==> config.mk <==
export PLATFORM = sky130hd
export DESIGN_NAME = mem_port_arbiter_flat
export DESIGN_NICKNAME = d
export VERILOG_FILES = /design/src/rtl/mem_port_arbiter_if.sv /design/src/rtl/mem_port_arbiter.sv /design/src/flat_wrapper.sv
export SDC_FILE = /design/constraint.sdc
export NUM_CORES = 1
export LEC_CHECK = 0
export ABC_CLOCK_PERIOD_IN_PS = 5100
export BUFFER_PORTS_ARGS = -buffer_cell sky130_fd_sc_hd__buf_2
export CAP_MARGIN = 20
export CORE_MARGIN = 3
export CORE_UTILIZATION = 38
export DETAILED_ROUTE_END_ITERATION = 8
export PLACE_DENSITY = 0.67
export REMOVE_ABC_BUFFERS = 1
export SKIP_CTS_REPAIR_TIMING = 1
export SYNTH_ARGS = -nofsm -noshare
export SYNTH_HDL_FRONTEND = slang
export SYNTH_SLANG_ARGS = --single-unit
==> constraint.sdc <==
create_clock -name clk -period 5.1 [get_ports clk]
set_input_delay 0.51 -clock clk [delete_from_list [all_inputs] [get_ports clk]]
set_output_delay 0.51 -clock clk [all_outputs]
set_load 0.05 [all_outputs]
==> src/rtl/mem_port_arbiter_if.sv <==
// Bundles the fetch, data and memory-side signals of the shared memory port arbiter.
// The slave modport is the arbiter's view; master is the pipeline/memory environment's view.
interface mem_port_arbiter_if #(
    parameter int unsigned ADDR_W = 20,
    parameter int unsigned DATA_W = 32
);
    logic              fetch_req;
    logic [ADDR_W-1:0] fetch_addr;
    logic              fetch_flush;
    logic              fetch_ready;
    logic [DATA_W-1:0] fetch_rdata;
    logic              data_req;
    logic              data_we;
    logic [ADDR_W-1:0] data_addr;
    logic [DATA_W-1:0] data_wdata;
    logic              data_ready;
    logic [DATA_W-1:0] data_rdata;
    logic [ADDR_W-1:0] mem_address;
    logic              mem_we;
    logic [DATA_W-1:0] mem_wdata;
    logic [DATA_W-1:0] mem_read_value;
    logic              busy;

    modport slave (
        input  fetch_req, fetch_addr, fetch_flush,
        input  data_req, data_we, data_addr, data_wdata,
        input  mem_read_value,
        output fetch_ready, fetch_rdata, data_ready, data_rdata,
        output mem_address, mem_we, mem_wdata, busy
    );

    modport master (
        output fetch_req, fetch_addr, fetch_flush,
        output data_req, data_we, data_addr, data_wdata,
        output mem_read_value,
        input  fetch_ready, fetch_rdata, data_ready, data_rdata,
        input  mem_address, mem_we, mem_wdata, busy
    );
endinterface

==> src/rtl/mem_port_arbiter.sv <==
// Shares one fixed-latency memory port between instruction fetch and load/store,
// data first with a starvation limit, dropping responses of flushed fetches.
module mem_port_arbiter #(
    parameter int unsigned ADDR_W      = 20,
    parameter int unsigned DATA_W      = 32,
    parameter int unsigned MEM_LATENCY = 1,
    parameter int unsigned STARVE_MAX  = 4
) (
    input  logic              clk,
    input  logic              rst_async,
    mem_port_arbiter_if.slave bus
);
    localparam int unsigned LAT_W    = $clog2(MEM_LATENCY + 1);
    localparam int unsigned STARVE_W = $clog2(STARVE_MAX + 1);

    typedef enum logic [1:0] {IDLE, BUSY_F, BUSY_D} state_t;

    state_t              r_state;
    logic [LAT_W-1:0]    r_lat_cnt;
    logic [STARVE_W-1:0] r_starve_cnt;
    logic                r_cancel;
    logic                r_is_write;
    logic [ADDR_W-1:0]   r_mem_address;
    logic [DATA_W-1:0]   r_mem_wdata;
    logic                r_mem_we;
    logic                r_busy;
    logic                r_fetch_ready;
    logic [DATA_W-1:0]   r_fetch_rdata;
    logic                r_data_ready;
    logic [DATA_W-1:0]   r_data_rdata;

    logic w_fetch_live;
    logic w_starved;
    logic w_grant_f;
    logic w_grant_d;
    logic w_last;

    always_comb begin
        w_fetch_live = bus.fetch_req && !bus.fetch_flush;
        w_starved    = (r_starve_cnt == STARVE_W'(STARVE_MAX));
        w_grant_f    = (r_state == IDLE) && w_fetch_live && (!bus.data_req || w_starved);
        w_grant_d    = (r_state == IDLE) && !w_grant_f && bus.data_req;
        w_last       = (r_lat_cnt == LAT_W'(1));
    end

    always_ff @(posedge clk or posedge rst_async) begin
        if (rst_async) begin
            r_state       <= IDLE;
            r_lat_cnt     <= '0;
            r_starve_cnt  <= '0;
            r_cancel      <= 1'b0;
            r_is_write    <= 1'b0;
            r_mem_address <= '0;
            r_mem_wdata   <= '0;
            r_mem_we      <= 1'b0;
            r_busy        <= 1'b0;
            r_fetch_ready <= 1'b0;
            r_fetch_rdata <= '0;
            r_data_ready  <= 1'b0;
            r_data_rdata  <= '0;
        end else begin
            r_fetch_ready <= 1'b0;
            r_data_ready  <= 1'b0;
            r_mem_we      <= 1'b0;
            unique case (r_state)
                IDLE: begin
                    if (w_grant_f) begin
                        r_state       <= BUSY_F;
                        r_lat_cnt     <= LAT_W'(MEM_LATENCY);
                        r_mem_address <= bus.fetch_addr;
                        r_mem_wdata   <= '0;
                        r_is_write    <= 1'b0;
                        r_busy        <= 1'b1;
                    end else if (w_grant_d) begin
                        r_state       <= BUSY_D;
                        r_lat_cnt     <= LAT_W'(MEM_LATENCY);
                        r_mem_address <= bus.data_addr;
                        r_mem_wdata   <= bus.data_wdata;
                        r_mem_we      <= bus.data_we;
                        r_is_write    <= bus.data_we;
                        r_busy        <= 1'b1;
                    end
                    // A flushed-but-held fetch neither counts as waiting nor resets the count
                    if (w_grant_f || !bus.fetch_req) begin
                        r_starve_cnt <= '0;
                    end else if (w_grant_d && w_fetch_live && !w_starved) begin
                        r_starve_cnt <= r_starve_cnt + STARVE_W'(1);
                    end
                end
                BUSY_F, BUSY_D: begin
                    r_lat_cnt <= r_lat_cnt - LAT_W'(1);
                    if (r_state == BUSY_F && bus.fetch_flush) begin
                        r_cancel <= 1'b1;
                    end
                    if (w_last) begin
                        r_state       <= IDLE;
                        r_busy        <= 1'b0;
                        r_mem_address <= '0;
                        r_mem_wdata   <= '0;
                        r_cancel      <= 1'b0;
                        if (r_state == BUSY_F) begin
                            if (!r_cancel && !bus.fetch_flush) begin
                                r_fetch_rdata <= bus.mem_read_value;
                                r_fetch_ready <= 1'b1;
                            end
                        end else begin
                            r_data_ready <= 1'b1;
                            if (!r_is_write) begin
                                r_data_rdata <= bus.mem_read_value;
                            end
                        end
                    end
                end
                default: r_state <= IDLE;
            endcase
        end
    end

    assign bus.fetch_ready = r_fetch_ready;
    assign bus.fetch_rdata = r_fetch_rdata;
    assign bus.data_ready  = r_data_ready;
    assign bus.data_rdata  = r_data_rdata;
    assign bus.mem_address = r_mem_address;
    assign bus.mem_we      = r_mem_we;
    assign bus.mem_wdata   = r_mem_wdata;
    assign bus.busy        = r_busy;
endmodule
==> src/flat_wrapper.sv <==
// flat-port wrapper written by rule: the top's interface ports become plain ports
module mem_port_arbiter_flat 
#(
    parameter int unsigned ADDR_W      = 20,
    parameter int unsigned DATA_W      = 32,
    parameter int unsigned MEM_LATENCY = 1,
    parameter int unsigned STARVE_MAX  = 4
)
  (clk, rst_async, bus_fetch_req, bus_fetch_addr, bus_fetch_flush, bus_data_req, bus_data_we, bus_data_addr, bus_data_wdata, bus_mem_read_value, bus_fetch_ready, bus_fetch_rdata, bus_data_ready, bus_data_rdata, bus_mem_address, bus_mem_we, bus_mem_wdata, bus_busy);
  mem_port_arbiter_if #(.ADDR_W(ADDR_W), .DATA_W(DATA_W)) bus_i ();
  input  logic clk;
  input  logic rst_async;
  input wire logic [$bits(bus_i.fetch_req)-1:0] bus_fetch_req;
  input wire logic [$bits(bus_i.fetch_addr)-1:0] bus_fetch_addr;
  input wire logic [$bits(bus_i.fetch_flush)-1:0] bus_fetch_flush;
  input wire logic [$bits(bus_i.data_req)-1:0] bus_data_req;
  input wire logic [$bits(bus_i.data_we)-1:0] bus_data_we;
  input wire logic [$bits(bus_i.data_addr)-1:0] bus_data_addr;
  input wire logic [$bits(bus_i.data_wdata)-1:0] bus_data_wdata;
  input wire logic [$bits(bus_i.mem_read_value)-1:0] bus_mem_read_value;
  output wire logic [$bits(bus_i.fetch_ready)-1:0] bus_fetch_ready;
  output wire logic [$bits(bus_i.fetch_rdata)-1:0] bus_fetch_rdata;
  output wire logic [$bits(bus_i.data_ready)-1:0] bus_data_ready;
  output wire logic [$bits(bus_i.data_rdata)-1:0] bus_data_rdata;
  output wire logic [$bits(bus_i.mem_address)-1:0] bus_mem_address;
  output wire logic [$bits(bus_i.mem_we)-1:0] bus_mem_we;
  output wire logic [$bits(bus_i.mem_wdata)-1:0] bus_mem_wdata;
  output wire logic [$bits(bus_i.busy)-1:0] bus_busy;
  assign bus_i.fetch_req = bus_fetch_req;
  assign bus_i.fetch_addr = bus_fetch_addr;
  assign bus_i.fetch_flush = bus_fetch_flush;
  assign bus_i.data_req = bus_data_req;
  assign bus_i.data_we = bus_data_we;
  assign bus_i.data_addr = bus_data_addr;
  assign bus_i.data_wdata = bus_data_wdata;
  assign bus_i.mem_read_value = bus_mem_read_value;
  assign bus_fetch_ready = bus_i.fetch_ready;
  assign bus_fetch_rdata = bus_i.fetch_rdata;
  assign bus_data_ready = bus_i.data_ready;
  assign bus_data_rdata = bus_i.data_rdata;
  assign bus_mem_address = bus_i.mem_address;
  assign bus_mem_we = bus_i.mem_we;
  assign bus_mem_wdata = bus_i.mem_wdata;
  assign bus_busy = bus_i.busy;
  mem_port_arbiter #(.ADDR_W(ADDR_W), .DATA_W(DATA_W), .MEM_LATENCY(MEM_LATENCY), .STARVE_MAX(STARVE_MAX)) u_core (.clk(clk), .rst_async(rst_async), .bus(bus_i));
endmodule
==> reports/results.txt <==
Final worst slack: 2.71 ns
Final ANT Viol Nets: 0
Internal Power: 3.05 mW
Worst-margin pin slew: 0.944 ns
Most common cell after layout, fill and taps aside: buf_2
Status: finished, final reports clean
WL per Instance: 17.2 um
GR Overflow Total: 0
Mapped Area: 0.00498 mm2
Hold worst-path end: u_core.bus.mem_wdata[12]$_DFFE_PP0P_
Crit Path Class: reg2reg
Worst Skew: 0.00910 ns
Crit path time final: 2.39 ns
Clock Pin Slew Worst Setup and Hold Paths: 0.06 ns
GRT Util Overall: 18.1%
Post-synth cell types: 28
Clock power share: 21.1%
Period utilization: 46.9%
Die Y-Extent: 120 um
Crit-path slowest cell: and3_2
Seq pwr share: 29.0%
CTS Buffer Depth: 2
Area of the core: 0.0127 mm2
Drt total wl: 13000 um
Area of the die: 0.0145 mm2
Initial antenna violation count: 1
FF-to-FF Start: u_core.r_state[0]$_DFFE_PP0P_
Req. time, crit path: 5.45 ns
Layout cell share with drive strength beyond 1: 56.8%
Synth-to-Final Area Change: 38.8%
RSZ-0062 raised after global routing: false
Met1 Track Usage GR: 21.7%
Slowest cell delay on critical path: 0.86 ns
Top Family by Delay on Critical Path: simple AND/OR/NAND/NOR gates
Final hold violation count: 0
First DRT Iteration DRCs: 158
Met3 Use GR: 8.09%
DIE WIDTH: 120 um
Most frequent cells in the layout: buf_2, dfrtp_1, mux2_2
Relative slew slack: 37.1%
FF-to-FF setup slack: 2.71 ns
CTS root buffer: clkbuf_16
Worst hold path class: in2reg
Num CTS Buffers: 17
Cell chain of the critical path: inv_1 -> ha_1 -> nor2b_1 -> a21oi_1 -> and3_2 -> a221o_1
Pwr Density: 833 mW/mm2
P_sw: 2.70 mW
Yosys warning total: 0
Clk sink count: 128
TritonCTS clock tree: yes
Vias per std cell: 4.98
PortBufs: 229
Worst Hold Depth: 2
Vias in the first global route: 3836
Final HPWL DP: 9420 um
Post-placement setup slack: 2.69 ns
Layout Nets: 688
Worst skew pair latency: 0.41 ns
Gr busiest metal: met2
Reg2reg path depth: 6
Maximum Capacitance Violations: 0
Register area share after synthesis: 64.4%
Final Power: 5.75 mW
N_diodes: 0
Worst Hold Launch: bus_data_wdata[12]
Pin count of the biggest net entering global routing: 82
M2 GR Usage: 28.7%
Final TNS setup: 0 ns
Startpoint types: flip-flop
Pins over their slew limit: 0
DRT Pass-1 Iters: 4
I/O pins: 230
First-pass GRT wire length: 20200 um
Combinational power share: 49.9%
Setup violations, final: 0
Leak: 3.64 nW
RePlAce Congestion: 0.804
WP data arrival: 2.74 ns
H-Tree Depth: 4
Peak VDD IR: 0.000437 V
DRC Markers: 0
Worst-path maximum fanout: 52
Reg2reg end: u_core.bus.mem_address[3]$_DFFE_PP0P_
Max Clock Freq: 418 MHz
Fill count: 1103
Sw Ratio: 47.0%
Initial Util: 39.1%
#FFs+latches synth: 128
Syn_area_per_cell: 14.8 um2
Via Count: 3762
CP bufs+invs: 1
Mapped Cells: 337
Rows: 41
Crit. End Element: flip-flop
-- synthesized netlist by cell type (all sizes together) --
cell | n | area [um2]
a221o | 20 | 200
dfrtp | 128 | 3200
ha | 5 | 62.6
nand2b | 2 | 20.0
a31oi | 5 | 31.3
buf | 15 | 92.6
a21o | 1 | 7.51
and2 | 21 | 131
nand4 | 1 | 6.26
a21oi | 2 | 10.0
o22ai | 1 | 6.26
o21ai | 4 | 20.0
mux2 | 65 | 732
a22o | 33 | 289
nor3 | 3 | 15.0
a211o | 2 | 17.5
nor3b | 1 | 7.51
nor2 | 1 | 3.75
nor2b | 3 | 18.8
and3 | 2 | 12.5
inv | 8 | 30.0
nor4 | 1 | 6.26
nand2 | 8 | 30.0
clkbuf | 4 | 15.0
a32oi | 1 | 8.76
-- layout make-up --
type,count,area (um2),share of cell area [%]
Timing Repair Buffer,236,1220,17.7
Tap cell,172,215,3.12
Multi-Input combinational cell,182,1650,23.9
Clock buffer,23,478,6.92
Clock inverter,6,108,1.56
Sequential cell,128,3200,46.4
Inverter,8,32.5,0.471
-- layer usage --
metal	vias to the layer above	share of wire, %
met4	2	1.4
met2	191	47
li1	1719	-
met3	19	12
met5	-	0.10
met1	1831	40
-- power by group through the flow --
stage                     registers, mW  clock network (mW)  logic [mW]
after floorplan                    3.05                   0       0.797
after global placement             1.67                   0        2.85
after detailed placement           1.67                   0        2.90
after CTS                          1.68                1.23        2.89
after global routing               1.72                1.28        3.01
final                              1.67                1.21        2.87
-- through the flow --
step / instance area (um2) / std cells / utilization (%) / hold slack [ns]
3_3_place_gp: 6280 / 724 / 49.4 / 0.477
2_1_floorplan: 4870 / 318 / - / 0.450
4_1_cts: 6870 / 753 / 54.0 / 0.296
6_report: 6910 / 755 / 54.3 / 0.315
3_5_place_dp: 6280 / 724 / 49.4 / 0.482
5_1_grt: 6910 / 755 / 54.3 / 0.303
-- kinds of logic after synthesis --
logic type	count (synthesis)	share of synthesized area, %
AOI/OAI and AO/OA	69	11.9
adders and majority gates	5	1.26
DFF	128	64.4
buffers and inverters	27	2.76
muxes	65	14.7
and+or+nand+nor	43	5.05
-- how the worst max path moves through the flow --
stage                                             endpoint  slack (ns)                     startpoint  cells past startpoint
floorplan                      u_core.bus.busy$_DFFE_PP0P_        1.18                      rst_async                      1
global placement    u_core.bus.mem_address[12]$_DFFE_PP0P_        2.80  u_core.r_state[0]$_DFFE_PP0P_                      6
detailed placement   u_core.bus.mem_address[4]$_DFFE_PP0P_        2.69  u_core.r_state[1]$_DFFE_PP0P_                      6
CTS                  u_core.bus.mem_address[4]$_DFFE_PP0P_        2.68  u_core.r_state[1]$_DFFE_PP0P_                      6
global route         u_core.bus.mem_address[5]$_DFFE_PP0P_        2.45  u_core.r_state[0]$_DFFE_PP0P_                      6
finish               u_core.bus.mem_address[3]$_DFFE_PP0P_        2.71  u_core.r_state[0]$_DFFE_PP0P_                      6
-- state kept, by name (all words and copies together) (netlist names) --
signal and count:
u_core.r_state 2, u_core.r_cancel 1, u_core.bus.mem_address 20, u_core.bus.busy 1
u_core.r_is_write 1, u_core.bus.fetch_rdata 32, u_core.r_starve_cnt 3, u_core.bus.mem_wdata 32
u_core.bus.data_ready 1, u_core.r_lat_cnt 1, u_core.bus.fetch_ready 1, u_core.bus.data_rdata 32
u_core.bus.mem_we 1
Power figures use the tool's default switching activity.
